--- config.mk ---
export PLATFORM = sky130hd
export DESIGN_NAME = ex_mem_pipe_stage
export DESIGN_NICKNAME = d
export VERILOG_FILES = /design/src/rtl/pipeline_pkg.sv /design/src/rtl/pipe_skid_slot.sv /design/src/rtl/ex_mem_pipe_stage.sv
export SDC_FILE = /design/constraint.sdc
export NUM_CORES = 1
export LEC_CHECK = 0
export ABC_AREA = 1
export BUFFER_PORTS_ARGS = -buffer_cell sky130_fd_sc_hd__buf_4
export CORE_ASPECT_RATIO = 0.75
export CORE_MARGIN = 2
export CORE_UTILIZATION = 55
export DETAILED_ROUTE_END_ITERATION = 8
export PLACE_DENSITY_LB_ADDON = 0.2
export SLEW_MARGIN = 40
export SYNTH_ARGS = -nofsm -noshare
export SYNTH_HDL_FRONTEND = slang
export SYNTH_SLANG_ARGS = --single-unit
--- constraint.sdc ---
create_clock -name clock -period 1.55 [get_ports clock]
set_input_delay 0 -clock clock [delete_from_list [all_inputs] [get_ports clock]]
set_output_delay 0 -clock clock [all_outputs]
set_load 0.05 [all_outputs]
--- src/rtl/pipeline_pkg.sv ---
// Shared types and default widths for the pipeline stage registers.
package pipeline_pkg;

    localparam int CTRL_W             = 4;
    localparam int DEFAULT_DATA_W     = 32;
    localparam int DEFAULT_REG_ADDR_W = 5;

    typedef struct packed {
        logic mem_read;
        logic mem_write;
        logic reg_write;
        logic mem_to_reg;
    } ex_mem_ctrl_t;

    // A bubble must never present an active memory or write-back strobe.
    function automatic ex_mem_ctrl_t gate_ctrl(input logic valid, input ex_mem_ctrl_t ctrl);
        return valid ? ctrl : '0;
    endfunction

endpackage

--- src/rtl/pipe_skid_slot.sv ---
// One valid+payload holding register; clear wins over load, payload is kept on clear.
module pipe_skid_slot #(
    parameter int W = 8
) (
    input  logic         clock,
    input  logic         reset_n,
    input  logic         load,
    input  logic         clear,
    input  logic [W-1:0] d,
    output logic         valid,
    output logic [W-1:0] payload
);

    logic         valid_d, valid_q;
    logic [W-1:0] payload_d, payload_q;

    always_comb begin
        valid_d   = valid_q;
        payload_d = payload_q;
        if (clear) begin
            valid_d = 1'b0;
        end else if (load) begin
            valid_d   = 1'b1;
            payload_d = d;
        end
    end

    always_ff @(posedge clock or negedge reset_n) begin
        if (!reset_n) begin
            valid_q   <= 1'b0;
            payload_q <= '0;
        end else begin
            valid_q   <= valid_d;
            payload_q <= payload_d;
        end
    end

    assign valid   = valid_q;
    assign payload = payload_q;

endmodule

--- src/rtl/ex_mem_pipe_stage.sv ---
// EX/MEM pipeline register: main + skid entries under valid/ready, with flush
// and a saturating stall counter.
module ex_mem_pipe_stage
    import pipeline_pkg::*;
#(
    parameter int DATA_W     = DEFAULT_DATA_W,
    parameter int REG_ADDR_W = DEFAULT_REG_ADDR_W,
    parameter int CNT_W      = 16
) (
    input  logic                  clock,
    input  logic                  reset_n,
    input  logic                  in_valid,
    output logic                  in_ready,
    input  logic [DATA_W-1:0]     in_result,
    input  logic [DATA_W-1:0]     in_store_data,
    input  logic [REG_ADDR_W-1:0] in_dest,
    input  logic [CTRL_W-1:0]     in_ctrl,
    input  logic                  flush,
    output logic                  out_valid,
    input  logic                  out_ready,
    output logic [DATA_W-1:0]     out_result,
    output logic [DATA_W-1:0]     out_store_data,
    output logic [REG_ADDR_W-1:0] out_dest,
    output logic [CTRL_W-1:0]     out_ctrl,
    output logic [CNT_W-1:0]      stall_count
);

    localparam int PAY_W = 2 * DATA_W + REG_ADDR_W + CTRL_W;

    logic [PAY_W-1:0] in_payload;
    logic [PAY_W-1:0] main_payload;
    logic [PAY_W-1:0] skid_payload;
    logic [PAY_W-1:0] main_load_data;
    logic             main_valid;
    logic             skid_valid;
    logic             accept;
    logic             rel;
    logic             main_free;
    logic             main_load;
    logic             main_clear;
    logic             skid_load;
    logic             skid_clear;
    ex_mem_ctrl_t     held_ctrl;
    logic [CNT_W-1:0] stall_count_d, stall_count_q;

    assign in_payload = {in_result, in_store_data, in_dest, in_ctrl};

    // in_ready comes straight from the skid valid flop, so out_ready never reaches EX.
    assign in_ready  = ~skid_valid;
    assign accept    = in_valid & in_ready;
    assign rel       = main_valid & out_ready;
    assign main_free = ~main_valid | rel;

    always_comb begin
        main_load      = 1'b0;
        main_clear     = 1'b0;
        skid_load      = 1'b0;
        skid_clear     = 1'b0;
        main_load_data = in_payload;
        if (flush) begin
            main_clear = 1'b1;
            skid_clear = 1'b1;
        end else if (main_free) begin
            if (skid_valid) begin
                main_load      = 1'b1;
                main_load_data = skid_payload;
                skid_clear     = 1'b1;
            end else if (accept) begin
                main_load = 1'b1;
            end else begin
                main_clear = 1'b1;
            end
        end else if (accept) begin
            skid_load = 1'b1;
        end
    end

    pipe_skid_slot #(.W(PAY_W)) u_main (
        .clock   (clock),
        .reset_n (reset_n),
        .load    (main_load),
        .clear   (main_clear),
        .d       (main_load_data),
        .valid   (main_valid),
        .payload (main_payload)
    );

    pipe_skid_slot #(.W(PAY_W)) u_skid (
        .clock   (clock),
        .reset_n (reset_n),
        .load    (skid_load),
        .clear   (skid_clear),
        .d       (in_payload),
        .valid   (skid_valid),
        .payload (skid_payload)
    );

    assign {out_result, out_store_data, out_dest, held_ctrl} = main_payload;
    assign out_valid = main_valid;
    assign out_ctrl  = gate_ctrl(main_valid, held_ctrl);

    // Counts cycles MEM refused a valid instruction; survives flush, sticks at all-ones.
    always_comb begin
        stall_count_d = stall_count_q;
        if (main_valid && !out_ready && (stall_count_q != {CNT_W{1'b1}})) begin
            stall_count_d = stall_count_q + CNT_W'(1);
        end
    end

    always_ff @(posedge clock or negedge reset_n) begin
        if (!reset_n) begin
            stall_count_q <= '0;
        end else begin
            stall_count_q <= stall_count_d;
        end
    end

    assign stall_count = stall_count_q;

endmodule

# Yosys cells after proc, flatten, opt, wreduce, memory -nomap -nowiden
# Index checks and enable logic that the tools add are counted.
# classes
add_sub_neg,1
eq_ne,1
n_mux,21
bitwise_logic,7
reduce_logical,7
# op_table
op,n
73-bit 2-to-1 mux,3
1-bit 2-to-1 mux,17
"16-bit by 1-bit adder with 16-bit output, second input constant",1
"16-bit != test, second input constant",1
4-bit 2-to-1 mux,1
1-bit inverter,4
2-bit AND reduction,2
2-bit nonzero test,2
1-bit AND,2
1-bit logical AND,2
1-bit zero test,1
1-bit OR,1
# totals
reg_bits,164
in_bits,78
out_inout_bits,91
wordCells,42

# Depth between registers and ports, before layout
# depth
depth_word,8
depth_mapped,10
mapped_depth_nobuf,9

# Cells and area by module
# A second synthesis with hierarchy kept.
# unflattened
cells_unflattened,1037
hier_area_um2,8030.2
# by_module_without_submodules
module,instances,cells_each,area_per_inst_um2,seq_area_each_um2
pipe_skid_slot,2,321,2950.3,1851.8
ex_mem_pipe_stage,1,395,2129.5,400.4

# Worst setup path before layout
# Ideal clock, no wire load.
# synth_path
kind,reg-to-reg
startpoint,register stall_count_q[0] (netlist: stall_count[0])
endpoint,register stall_count_q[11] (netlist: stall_count[11])
setup_time_ns,0.066
t_arrival_ns,1.702
t_required_ns,1.484
setup_slack_ns,-0.219
stages_incl_launch_ff,8
path_buffers,0
cell_sequence,dfrtp_1 -> ha_1 -> inv_1 -> nor2_1 -> nand4_2 -> nand2_1 -> nand2_1 -> nand2_1
# synth_between
elab_chain_cells,2
# synth_lines
element,line,text
from (decl),ex_mem_pipe_stage.sv:44,"logic [CNT_W-1:0] stall_count_d, stall_count_q;"
from (signal assigned),ex_mem_pipe_stage.sv:114,stall_count_q <= stall_count_d;
"parallel branches: the longest is 2 deep, another holds 16-bit by 1-bit adder with 16-bit output",--,
# Parallel ways; which one is timed is not known.
# A chain may end at the register's enable or synchronous reset.

# Worst setup path after layout
# layout_path
startpoint,register u_main.valid_q (netlist: u_main.valid)
endpoint,register u_skid.payload_q[11] (netlist: u_skid.payload[11])
# layout_between
elab_chain_cells,6
# layout_lines
element,line,text
from (decl),pipe_skid_slot.sv:14,"logic valid_d, valid_q;"
from (signal assigned),pipe_skid_slot.sv:33,valid_q <= valid_d;
1-bit AND / 1-bit inverter (equally long branches),"ex_mem_pipe_stage.sv:51, ex_mem_pipe_stage.sv:52",
1-bit OR (*),ex_mem_pipe_stage.sv:52,assign main_free = ~main_valid | rel;
1-bit 2-to-1 mux,ex_mem_pipe_stage.sv:63,end else if (main_free) begin
1-bit 2-to-1 mux,ex_mem_pipe_stage.sv:60,if (flush) begin
1-bit inverter (no line),--,
2-bit AND reduction (no line) (*),--,
to (signal assigned),pipe_skid_slot.sv:34,payload_q <= payload_d;
to (decl),pipe_skid_slot.sv:15,"logic [W-1:0] payload_d, payload_q;"
# Every way passes the cells marked *; elsewhere a longest branch is shown, timed or not.

==> reports/qor.txt <==
Status: finished clean
Most frequent cells in the layout: 290 x nand2_1, 186 x buf_4, 154 x dfrtp_1, 98 x inv_1, 77 x o21ai_0
TritonCTS clock tree: yes
Vias in the first global route: 6,321
DR vias/cell: 5.05
Fin. max-slew vios: 0
Max VDD drop: 0.000785 V
Initial DRC Count: 451
Register-to-Register Path Depth: 6
Flops & latches, synth: 164
Share of cells above drive strength 1: 28.7%
Number of diodes: 0
DIE AREA: 0.0161 mm^2
Final setup violation count: 0
DRT Pass-1 Iters: 6
Total power: 13,500 uW
Distinct cells, synth: 25
Final net count: 1,197
Area of the multi-input gates: 0.00298 mm^2
RSZ-0062 raised after global routing: true
Tcrit/Tclk final: 94.3%
Most common cell after layout, fill and taps aside: nand2_1
Std cell rows: 38
Setup CP Type: flip-flop to flip-flop
Area Overhead vs Synth: 29.2%
Vias: 6,724
Worst reg2reg setup slack: 0.09 ns
CP Data Arrival Time: 1.81 ns
Routability Congestion: 0.804
Post-Syn Area: 0.00830 mm^2
Top Ports: 169
Pwr Density: 1260 mW/mm^2
First-pass GRT wire length: 31.3 mm
Worst Tran Pin Value: 0.379 ns
Post-Route Utilization: 73.4%
Root Buffer Master: clkbuf_16
I/O Buffers: 168
Cells after synthesis: 948
# DRC: 0
Final Critical Period: 1.46 ns
Wire length per cell: 14.2 um
Setup TNS: 0 ns
DRT antenna net count: 0
Total of max-cap violations: 0
Worst Hold Class: primary input to asynchronous set/reset pin
Worst r2r src: u_main.valid
CTS Buf Count: 17
Seq/Total Area, Yosys: 49.5%
Initial antenna violation count: 0
Fill count: 1,055
Startpoint types: flip-flop
Die width: 146 um
Post-Route WL: 18.9 mm
F_max: 684 MHz
CP Capture Type: flip-flop
Initial Util: 56.8%
Reg2reg end: u_skid.payload[11]
Synth Net Count: 1,027
Maximum fanout along the worst path: 66
Worst hold slack: 0.0617 ns
Mean Syn Cell Area: 8.75 um^2
Final hold vios: 0
Worst slew margin: 74.7%
Tot GR Track Use: 24.5%
Register area: 0.00412 mm^2
Dpl hpwl: 12.0 mm
Total congestion overflow: 0
Leak Pwr: 0.00563 uW
# H-tree levels: 4
Core Box Area: 0.0146 mm^2
Chip Height: 110 um
Clock slew at reported path FFs: 0.07 ns
Skew final: 0.00853 ns
Clk sinks: 164
Number of synthesis warnings: 0
Max Buffers Root-to-Sink: 2
Worst skew pair latency: 0.42 ns
Worst EP required: 1.90 ns
Pin count of the biggest net entering global routing: 67
==> where the power goes <==
group	internal [uW]	switching [uW]	total (uW)
Combinational	1310	2350	3660
Sequential	5090	487	5580
Clock	2600	1650	4240
==> flip-flops by register name (all words and copies together), names as in the netlist <==
| name | count |
|---|---|
| u_main.payload | 73 |
| u_skid.valid | 1 |
| u_skid.payload | 73 |
| u_main.valid | 1 |
| stall_count | 16 |
==> timing repair <==
| item | CTS | global route |
|---|---|---|
| endpoints found under the setup margin | 0 | 40 |
| buffers inserted | 0 | 1 |
| resized for setup | 0 | 6 |
| hold buffers | 76 | 0 |
| endpoints found under the hold margin | 312 | 0 |
==> worst max-delay path: stages, from the launching register on <==
cell     delay, ns
dfrtp_2       0.42
nand2_4       0.16
inv_4         0.12
nand4_4       0.12
buf_12        0.32
nand2_1       0.12
o21ai_2       0.07
==> area by class of cell <==
cell class / count / area share, %
Clock buffer: 21 / 4.30
Clock inverter: 11 / 1.24
Inverter: 99 / 3.49
Multi-Input combinational cell: 561 / 27.8
Sequential cell: 164 / 38.4
Tap cell: 200 / 2.33
Timing Repair Buffer: 275 / 22.4
==> cells in the mapped netlist <==
| library cell | instances | area share, % |
|---|---|---|
| xnor2_1 | 1 | 0.11 |
| nor3_1 | 1 | 0.060 |
| nand3b_1 | 3 | 0.27 |
| buf_6 | 17 | 2.3 |
| o211ai_1 | 73 | 6.6 |
| o21ai_0 | 77 | 4.6 |
| buf_2 | 22 | 1.3 |
| inv_4 | 1 | 0.075 |
| o21ai_1 | 3 | 0.18 |
| nor2_2 | 2 | 0.15 |
| nand2_1 | 291 | 13 |
| dfrtp_1 | 164 | 49 |
| inv_1 | 98 | 4.4 |
| o21ai_2 | 71 | 7.5 |
| nor2_4 | 1 | 0.14 |
| buf_4 | 70 | 6.3 |
| xor2_1 | 2 | 0.21 |
| nand4_1 | 2 | 0.15 |
| nand4_4 | 1 | 0.26 |
| nand2_4 | 1 | 0.14 |
| nand4_2 | 1 | 0.15 |
| nand3_1 | 11 | 0.66 |
| clkbuf_1 | 15 | 0.68 |
| ha_1 | 1 | 0.15 |
| nor2_1 | 19 | 0.86 |
==> stage by stage <==
stage / cell area, um^2 / setup WS [ns] / std cells
6_report: 10700 / 0.0886 / 1331
4_1_cts: 10700 / 0.0396 / 1330
5_1_grt: 10700 / -0.0115 / 1331
2_1_floorplan: 8330 / 0.00168 / 948
3_3_place_gp: 9340 / 0.0931 / 1222
3_5_place_dp: 9340 / 0.0633 / 1222
==> kinds of logic (layout without fill, tap and decap cells) <==
| kind of cell | count (synthesis) | count (layout) | share of synthesized area [%] |
|---|---|---|---|
| and+or+nand+nor | 333 | 333 | 16.0 |
| xor gates and xnor gates | 3 | 3 | 0.317 |
| adders and majority gates | 1 | 1 | 0.151 |
| DFF | 164 | 164 | 49.5 |
| buffers and inverters | 223 | 406 | 15.2 |
| AOI/OAI and AO/OA | 224 | 224 | 18.9 |
==> per-layer routing <==
layer  up-vias  wire length, um  GRT usage (%)
li1       3357                -              -
met1      3176             8610           32.8
met2       174             9170           41.0
met3        17              909           5.80
met4         0              181           5.88
met5         -                0              0
==> how the worst max path moves through the flow <==
stage / endpoint / from / cells after the start
floorplan: stall_count[11] / stall_count[4] / 7
global placement: stall_count[2] / stall_count[1] / 8
detailed placement: u_skid.payload[44] / u_main.valid / 6
CTS: u_skid.payload[44] / u_main.valid / 6
global route: u_skid.payload[58] / u_main.valid / 6
finish: u_skid.payload[11] / u_main.valid / 6
Note: power is estimated with default switching activity, not from simulation.
